## src/rtl/fetch_unit_pkg.sv

```systemverilog
// Shared fetch-stage definitions: state encoding, constants, output bundle
// and the branch-predictor counter update rule.
package fetch_unit_pkg;

  localparam int unsigned XLEN = 32;
  localparam logic [XLEN-1:0] BOOT_PC_DEFAULT = 32'h0000_1000;
  localparam logic [XLEN-1:0] NOP_INSTR       = 32'h0000_0013;
  localparam logic [XLEN-1:0] INSTR_BYTES     = 32'd4;

  typedef enum logic [1:0] {
    FETCH = 2'd0,
    VALID = 2'd1,
    DROP  = 2'd2
  } fetch_state_e;

  typedef struct packed {
    logic [XLEN-1:0] instr;
    logic [XLEN-1:0] pc;
    logic [XLEN-1:0] pred_pc;
    logic            prediction;
    logic            taken;
    logic            misaligned;
    logic            fault;
  } fetch_out_t;

  // 2-bit saturating taken/not-taken counter
  function automatic logic [1:0] sat_ctr_next(input logic [1:0] ctr, input logic taken);
    logic [1:0] nxt;
    nxt = ctr;
    if (taken && ctr != 2'd3) nxt = ctr + 2'd1;
    else if (!taken && ctr != 2'd0) nxt = ctr - 2'd1;
    return nxt;
  endfunction

endpackage

```

## src/rtl/fetch_unit_if.sv

```systemverilog
// Instruction memory request/response bus between the fetch unit (master)
// and instruction memory (slave).
interface fetch_unit_if;
  import fetch_unit_pkg::*;

  logic            imem_req_o;
  logic [XLEN-1:0] imem_addr_o;
  logic            imem_valid_i;
  logic [XLEN-1:0] imem_data_i;
  logic            imem_fault_i;

  modport master (
    output imem_req_o,
    output imem_addr_o,
    input  imem_valid_i,
    input  imem_data_i,
    input  imem_fault_i
  );

  modport slave (
    input  imem_req_o,
    input  imem_addr_o,
    output imem_valid_i,
    output imem_data_i,
    output imem_fault_i
  );

endinterface

```

## src/rtl/fetch_unit_btb.sv

```systemverilog
// Direct-mapped branch target buffer: combinational lookup port, registered
// update port, so a same-cycle lookup always sees the pre-update entry.
module branch_target_buffer
  import fetch_unit_pkg::*;
#(
  parameter int unsigned ENTRIES = 8
) (
  input  logic            i_clk,
  input  logic            i_rst,
  input  logic [XLEN-1:0] i_lookup_pc,
  output logic            o_lookup_hit_c,
  output logic            o_lookup_taken_c,
  output logic [XLEN-1:0] o_lookup_target_c,
  input  logic            i_upd,
  input  logic [XLEN-1:0] i_upd_pc,
  input  logic [XLEN-1:0] i_upd_target,
  input  logic            i_upd_taken
);

  localparam int unsigned IDX_W = $clog2(ENTRIES);
  localparam int unsigned TAG_W = XLEN - IDX_W - 2;

  logic [ENTRIES-1:0] r_valid;
  logic [TAG_W-1:0]   r_tag    [ENTRIES];
  logic [XLEN-1:0]    r_target [ENTRIES];
  logic [1:0]         r_ctr    [ENTRIES];

  logic [IDX_W-1:0] w_lk_idx;
  logic [TAG_W-1:0] w_lk_tag;
  logic [IDX_W-1:0] w_up_idx;
  logic [TAG_W-1:0] w_up_tag;
  logic             w_up_hit;
  logic             w_unused_pc_bits;

  assign w_lk_idx = i_lookup_pc[IDX_W+1:2];
  assign w_lk_tag = i_lookup_pc[XLEN-1:IDX_W+2];
  assign w_up_idx = i_upd_pc[IDX_W+1:2];
  assign w_up_tag = i_upd_pc[XLEN-1:IDX_W+2];
  assign w_up_hit = r_valid[w_up_idx] && (r_tag[w_up_idx] == w_up_tag);
  assign w_unused_pc_bits = ^{i_lookup_pc[1:0], i_upd_pc[1:0]};

  assign o_lookup_hit_c    = r_valid[w_lk_idx] && (r_tag[w_lk_idx] == w_lk_tag);
  assign o_lookup_taken_c  = o_lookup_hit_c && r_ctr[w_lk_idx][1];
  assign o_lookup_target_c = r_target[w_lk_idx];

  // Train on hit; allocate only taken misses, starting weakly taken
  always_ff @(posedge i_clk) begin
    if (i_rst) begin
      r_valid <= '0;
    end else if (i_upd) begin
      if (w_up_hit) begin
        r_ctr[w_up_idx] <= sat_ctr_next(r_ctr[w_up_idx], i_upd_taken);
      end else if (i_upd_taken) begin
        r_valid[w_up_idx]  <= 1'b1;
        r_tag[w_up_idx]    <= w_up_tag;
        r_target[w_up_idx] <= i_upd_target;
        r_ctr[w_up_idx]    <= 2'b10;
      end
    end
  end

endmodule

```

## src/rtl/fetch_unit.sv

```systemverilog
// Instruction fetch stage: one outstanding memory request, BTB-based next-PC
// prediction, redirect handling with stale-response drop.
module fetch_unit
  import fetch_unit_pkg::*;
#(
  parameter logic [XLEN-1:0] BOOT_PC     = BOOT_PC_DEFAULT,
  parameter int unsigned     BTB_ENTRIES = 8
) (
  input  logic            clk_i,
  input  logic            rst_i,
  input  logic            stall_core_i,
  input  logic            redirect_i,
  input  logic [XLEN-1:0] redirect_pc_i,
  fetch_unit_if.master    imem,
  input  logic            bp_upd_i,
  input  logic [XLEN-1:0] bp_upd_pc_i,
  input  logic [XLEN-1:0] bp_upd_target_i,
  input  logic            bp_upd_taken_i,
  output logic [XLEN-1:0] fetch_instr_o,
  output logic [XLEN-1:0] fetch_pc_o,
  output logic [XLEN-1:0] fetch_pred_pc_o,
  output logic            fetch_prediction_o,
  output logic            fetch_taken_o,
  output logic            fetch_misaligned_instr_exc_o,
  output logic            fetch_instr_fault_exc_o,
  output logic            stall_fetch_o
);

  fetch_state_e    r_state;
  logic [XLEN-1:0] r_pc;
  fetch_out_t      r_out;
  logic            r_stall;

  logic            w_aligned;
  logic            w_pending;
  logic [XLEN-1:0] w_seq_pc;
  logic            w_btb_hit;
  logic            w_btb_taken;
  logic [XLEN-1:0] w_btb_target;
  logic [XLEN-1:0] w_pred_pc;

  assign w_aligned = (r_pc[1:0] == 2'b00);
  assign w_pending = (r_state == FETCH) && w_aligned;
  assign w_seq_pc  = r_pc + INSTR_BYTES;
  assign w_pred_pc = w_btb_taken ? w_btb_target : w_seq_pc;

  assign imem.imem_req_o  = w_pending && !rst_i;
  assign imem.imem_addr_o = r_pc;

  branch_target_buffer #(
    .ENTRIES(BTB_ENTRIES)
  ) u_btb (
    .i_clk            (clk_i),
    .i_rst            (rst_i),
    .i_lookup_pc      (r_pc),
    .o_lookup_hit_c   (w_btb_hit),
    .o_lookup_taken_c (w_btb_taken),
    .o_lookup_target_c(w_btb_target),
    .i_upd            (bp_upd_i),
    .i_upd_pc         (bp_upd_pc_i),
    .i_upd_target     (bp_upd_target_i),
    .i_upd_taken      (bp_upd_taken_i)
  );

  // Redirect outranks everything; an unanswered request must be drained in DROP
  always_ff @(posedge clk_i) begin
    if (rst_i) begin
      r_state <= FETCH;
      r_pc    <= BOOT_PC;
      r_out   <= '0;
      r_stall <= 1'b1;
    end else if (redirect_i) begin
      r_pc    <= redirect_pc_i;
      r_stall <= 1'b1;
      r_state <= ((w_pending || r_state == DROP) && !imem.imem_valid_i) ? DROP : FETCH;
    end else begin
      case (r_state)
        FETCH: begin
          if (!w_aligned) begin
            r_out <= '{instr: NOP_INSTR, pc: r_pc, pred_pc: w_seq_pc,
                       prediction: 1'b0, taken: 1'b0, misaligned: 1'b1, fault: 1'b0};
            r_state <= VALID;
            r_stall <= 1'b0;
          end else if (imem.imem_valid_i) begin
            r_out <= '{instr: imem.imem_fault_i ? NOP_INSTR : imem.imem_data_i,
                       pc: r_pc, pred_pc: w_pred_pc,
                       prediction: w_btb_hit, taken: w_btb_taken,
                       misaligned: 1'b0, fault: imem.imem_fault_i};
            r_state <= VALID;
            r_stall <= 1'b0;
          end
        end
        VALID: begin
          if (!stall_core_i) begin
            r_pc    <= r_out.pred_pc;
            r_state <= FETCH;
            r_stall <= 1'b1;
          end
        end
        DROP: begin
          if (imem.imem_valid_i) r_state <= FETCH;
        end
        default: r_state <= FETCH;
      endcase
    end
  end

  assign fetch_instr_o                = r_out.instr;
  assign fetch_pc_o                   = r_out.pc;
  assign fetch_pred_pc_o              = r_out.pred_pc;
  assign fetch_prediction_o           = r_out.prediction;
  assign fetch_taken_o                = r_out.taken;
  assign fetch_misaligned_instr_exc_o = r_out.misaligned;
  assign fetch_instr_fault_exc_o      = r_out.fault;
  assign stall_fetch_o                = r_stall;

endmodule

```

## src/flat_wrapper.sv

```systemverilog
// flat-port wrapper written by rule: the top's interface ports become plain ports
module fetch_unit_flat import fetch_unit_pkg::*;
#(
  parameter logic [XLEN-1:0] BOOT_PC     = BOOT_PC_DEFAULT,
  parameter int unsigned     BTB_ENTRIES = 8
)
  (clk_i, rst_i, stall_core_i, redirect_i, redirect_pc_i, bp_upd_i, bp_upd_pc_i, bp_upd_target_i, bp_upd_taken_i, fetch_instr_o, fetch_pc_o, fetch_pred_pc_o, fetch_prediction_o, fetch_taken_o, fetch_misaligned_instr_exc_o, fetch_instr_fault_exc_o, stall_fetch_o, imem_imem_req_o, imem_imem_addr_o, imem_imem_valid_i, imem_imem_data_i, imem_imem_fault_i);
  fetch_unit_if imem_i ();
  input  logic clk_i;
  input  logic rst_i;
  input  logic stall_core_i;
  input  logic redirect_i;
  input  logic [XLEN-1:0] redirect_pc_i;
  input  logic bp_upd_i;
  input  logic [XLEN-1:0] bp_upd_pc_i;
  input  logic [XLEN-1:0] bp_upd_target_i;
  input  logic bp_upd_taken_i;
  output logic [XLEN-1:0] fetch_instr_o;
  output logic [XLEN-1:0] fetch_pc_o;
  output logic [XLEN-1:0] fetch_pred_pc_o;
  output logic fetch_prediction_o;
  output logic fetch_taken_o;
  output logic fetch_misaligned_instr_exc_o;
  output logic fetch_instr_fault_exc_o;
  output logic stall_fetch_o;
  output wire logic [$bits(imem_i.imem_req_o)-1:0] imem_imem_req_o;
  output wire logic [$bits(imem_i.imem_addr_o)-1:0] imem_imem_addr_o;
  input wire logic [$bits(imem_i.imem_valid_i)-1:0] imem_imem_valid_i;
  input wire logic [$bits(imem_i.imem_data_i)-1:0] imem_imem_data_i;
  input wire logic [$bits(imem_i.imem_fault_i)-1:0] imem_imem_fault_i;
  assign imem_imem_req_o = imem_i.imem_req_o;
  assign imem_imem_addr_o = imem_i.imem_addr_o;
  assign imem_i.imem_valid_i = imem_imem_valid_i;
  assign imem_i.imem_data_i = imem_imem_data_i;
  assign imem_i.imem_fault_i = imem_imem_fault_i;
  fetch_unit #(.BOOT_PC(BOOT_PC), .BTB_ENTRIES(BTB_ENTRIES)) u_core (.clk_i(clk_i), .rst_i(rst_i), .stall_core_i(stall_core_i), .redirect_i(redirect_i), .redirect_pc_i(redirect_pc_i), .imem(imem_i), .bp_upd_i(bp_upd_i), .bp_upd_pc_i(bp_upd_pc_i), .bp_upd_target_i(bp_upd_target_i), .bp_upd_taken_i(bp_upd_taken_i), .fetch_instr_o(fetch_instr_o), .fetch_pc_o(fetch_pc_o), .fetch_pred_pc_o(fetch_pred_pc_o), .fetch_prediction_o(fetch_prediction_o), .fetch_taken_o(fetch_taken_o), .fetch_misaligned_instr_exc_o(fetch_misaligned_instr_exc_o), .fetch_instr_fault_exc_o(fetch_instr_fault_exc_o), .stall_fetch_o(stall_fetch_o));
endmodule
```

## config.mk

```make
export PLATFORM = sky130hd
export DESIGN_NAME = fetch_unit_flat
export DESIGN_NICKNAME = d
export VERILOG_FILES = /design/src/rtl/fetch_unit_pkg.sv /design/src/rtl/fetch_unit_if.sv /design/src/rtl/fetch_unit_btb.sv /design/src/rtl/fetch_unit.sv /design/src/flat_wrapper.sv
export SDC_FILE = /design/constraint.sdc
export NUM_CORES = 1
export LEC_CHECK = 0
export CORE_MARGIN = 8
export CORE_UTILIZATION = 38
export CTS_BUF_LIST = sky130_fd_sc_hd__clkbuf_4 sky130_fd_sc_hd__clkbuf_8
export CTS_CLUSTER_DIAMETER = 30
export DETAILED_ROUTE_END_ITERATION = 10
export GPL_ROUTABILITY_DRIVEN = 0
export PLACE_DENSITY = 0.63
export SLEW_MARGIN = 20
export SYNTH_ARGS = -nofsm -noshare
export SYNTH_HDL_FRONTEND = slang
export SYNTH_SLANG_ARGS = --single-unit
export TNS_END_PERCENT = 10
```

## constraint.sdc

```tcl
create_clock -name clk_i -period 6.45 [get_ports clk_i]
set_clock_uncertainty 0.2 [all_clocks]
set_input_delay 0.9675 -clock clk_i [delete_from_list [all_inputs] [get_ports clk_i]]
set_output_delay 0.9675 -clock clk_i [all_outputs]
set_load 0.02 [all_outputs]
```

==> flow_summary.yaml <==
outcome:
  status: "finished, final reports clean"
cts:
  cts_tree: "yes"
  cts_sinks: 634
  ctsHoldBuffers: 0
  cts_resized: 0
  clk_path_buf_depth: 3
  clk_pin_slew_ns: 0.06
  root_buffer: "clkbuf_8"
  htree_levels: 3
  cts_buffers: 119
  clock_latency_ns: 0.74
  cts_setup_buffers: 0
synthesis:
  ys.flop_type: "edfxtp_1"
  yosys_register_bits: 634
  netlist_instances: 1892
  async_flop_share_pct: 0
  syn_avg_cell_area_um2: 14.5
  synth_edf_count: 488
  synth.cell_area_um2: 27400
  ys_seq_area_share_pct: 64.1
  synth.distinct_cells: 60
  yosys_warnings: 0
  syn_nets: 2031
worst_setup_path:
  critPathTopFamily: "simple AND/OR/NAND/NOR gates"
  path_buf_inv: 2
  critPathArrivalTime_ns: 5.07
  crit_fanout: 63
  critical_path_required_ns: 6.87
  cpPeakStageDelay_ns: 0.81
  cpMaxStageDelayCell: "nor2b_1"
  cp-start-kind: "flip-flop"
  worstPathCellList: "buf_4 > nor2b_1 > a22oi_1 > and3b_1 > nor4_1 > nand4bb_1 > nor4b_4 > buf_4 > nor4_1 > a311o_1"
  cp-end-kind: "flip-flop"
  worstSetupPathType: "reg -> reg"
pwr:
  pwr-share-clk_pct: 45.1
  swShare_pct: 24.0
  internal-power_mw: 7.45
  p_switching_mw: 2.35
  power_frac_seq_pct: 46.6
  peakVddDrop_mv: 0.214
  power_frac_comb_pct: 8.4
  p_leak_nw: 10.9
  p_total_mw: 9.79
  power_density_nw_per_um2: 288
route:
  vias: 18200
  wl_per_cell_um: 25.8
  wl_mm: 83.7
  drt-pass1-iter-count: 5
  via_per_inst: 5.61
  drc: 0
  initialDrtViolationCount: 1529
  drtAntennaViolNets: 0
finish:
  multi_input_area_um2: 9300
  layoutNonFillerInstCount: 3250
  final_layout_size_suffix_gt1_share_pct: 20.1
  area_growth_pct: 24.2
  register_area_um2: 17600
  fillers: 6171
  utilization_pct: 47.6
  final_common_cell: "edfxtp_1"
  mostFrequentLayoutCells: "edfxtp_1, clkdlybuf4s50_1, dfxtp_1, nand2_1, mux2i_1"
  nets: 2323
placement:
  hpwl_mm: 52.5
  place_inst: 3013
  pre_cts_ws_ns: 1.23
  numPortBuffers: 267
floorplanning:
  die_h_um: 285
  start_util_pct: 38.3
  core.rowCount: 98
  io_pins: 270
  die_area_um2: 81000
  die_w_um: 285
  core-area_um2: 71500
run:
  cap_violations: 0
grt:
  grt_overflow: 0
  grt_max_degree: 80
  grt_pass1_wl_mm: 123
  antenna_found_initial: 12
  grt_usage_pct: 20.0
  grt_pass1_vias: 18600
timing:
  rsz0062_at_grt: "false"
  tightest_slew_ns: 1.13
  finalSetupViolations: 0
  fin_ws_ns: 1.80
  fmax_mhz: 215
  drv_slew: 0
  period_share_pct: 72.2
  final_hold_viol_count: 0
  whs_ns: 0.250
  maxSlewHeadroom_pct: 24.7
  fin_crit_ns: 4.65
hold_path:
  holdCritPathClass: "reg -> reg"
Yosys cell counts, drive strengths merged (9+ instances only):
cell | number | share of area (%)
edfxtp | 488 | 53
dfxtp | 146 | 11
nand2 | 141 | 1.9
a21oi | 127 | 2.3
mux2i | 126 | 4.6
mux4 | 119 | 9.8
nand3 | 99 | 1.8
nor2 | 98 | 1.4
clkbuf | 87 | 1.2
buf | 56 | 1.1
mux2 | 55 | 2.3
a22oi | 39 | 1.1
xor2 | 37 | 1.2
o21ai | 32 | 0.58
xnor2 | 31 | 0.99
o311ai | 26 | 0.83
a221oi | 19 | 0.61
nor3 | 18 | 0.37
nand4 | 17 | 0.39
and3 | 16 | 0.37
nor2b | 13 | 0.30
o22ai | 11 | 0.25
a221o | 9 | 0.33
inv | 9 | 0.12
power by group through the flow:
stage / clock network (mW) / logic (mW) / registers (mW)
3_3_place_gp: 0 / 0.809 / 4.64
4_1_cts: 4.49 / 0.823 / 4.56
5_1_grt: 4.67 / 0.878 / 4.57
6_report: 4.41 / 0.820 / 4.56
2_1_floorplan: 0 / 0.441 / 4.64
3_5_place_dp: 0 / 0.819 / 4.65
layer usage:
layer  up-vias  GRT usage (%)  routed length, um
met5         -              0                 27
met3       157           5.52               7980
met1      9174           25.5              33500
met4         4           7.89               2590
li1       8007              -                  -
met2       903           32.1              39700
cells by family (layout without fill, tap and decap cells):
family,count (synthesis),after routing,share of synthesized area (%)
AOI/OAI and AO/OA,297,297,7.00
xor gates and xnor gates,68,68,2.17
adders and majority gates,3,3,0.137
buffers and inverters,154,552,2.46
DFF,634,634,64.1
muxes,300,300,16.6
other,0,10,0
and+or+nand+nor,436,436,7.47
registers in the layout, summed over array words and instances, names as in the netlist, 2 cells and up, named ones only:
signal,count
u_core.fetch_instr_o,32
u_core.fetch_pc_o,32
u_core.u_btb.r_ctr,16
u_core.fetch_pred_pc_o,32
u_core.u_btb.r_valid,8
u_core.r_state,2
u_core.u_btb.r_target,256
u_core.imem.imem_addr_o,32
u_core.u_btb.r_tag,216
through the flow:
stage | TNS (ns) | area, um2
finish | 0 | 34000
CTS | 0 | 34000
global placement | 0 | 31200
global route | 0 | 34000
floorplan | -72.10 | 27400
detailed placement | 0 | 31200
worst paths after layout:
path | startpoint | end | slack, ns | cells past startpoint
max reg2reg | flip-flop | u_core.fetch_pred_pc_o[4]$_SDFFE_PP0P_ | 1.80 | 10
min | u_core.fetch_instr_o[22]$_SDFFE_PP0P_ | u_core.fetch_instr_o[22]$_SDFFE_PP0P_ | 0.25 | 2
max | flip-flop | u_core.fetch_pred_pc_o[4]$_SDFFE_PP0P_ | 1.80 | 10
min reg2reg | u_core.fetch_instr_o[22]$_SDFFE_PP0P_ | u_core.fetch_instr_o[22]$_SDFFE_PP0P_ | 0.25 | 2
worst reg2reg max path: stages (launching register included):
cell	delay, ns
dfxtp_4	0.51
buf_4	0.32
nor2b_1	0.81
a22oi_1	0.22
and3b_1	0.24
nor4_1	0.48
nand4bb_1	0.36
nor4b_4	0.36
buf_4	0.57
nor4_1	0.17
a311o_1	0.30
final cells by class:
type	count	area share, %
Antenna cell	10	0.0735
Clock buffer	147	5.54
Clock inverter	80	2.63
Inverter	11	0.121
Multi-Input combinational cell	1104	27.3
Sequential cell	634	51.7
Tap cell	950	3.49
Timing Repair Buffer	314	9.15
(Power assumes the default switching activity.)
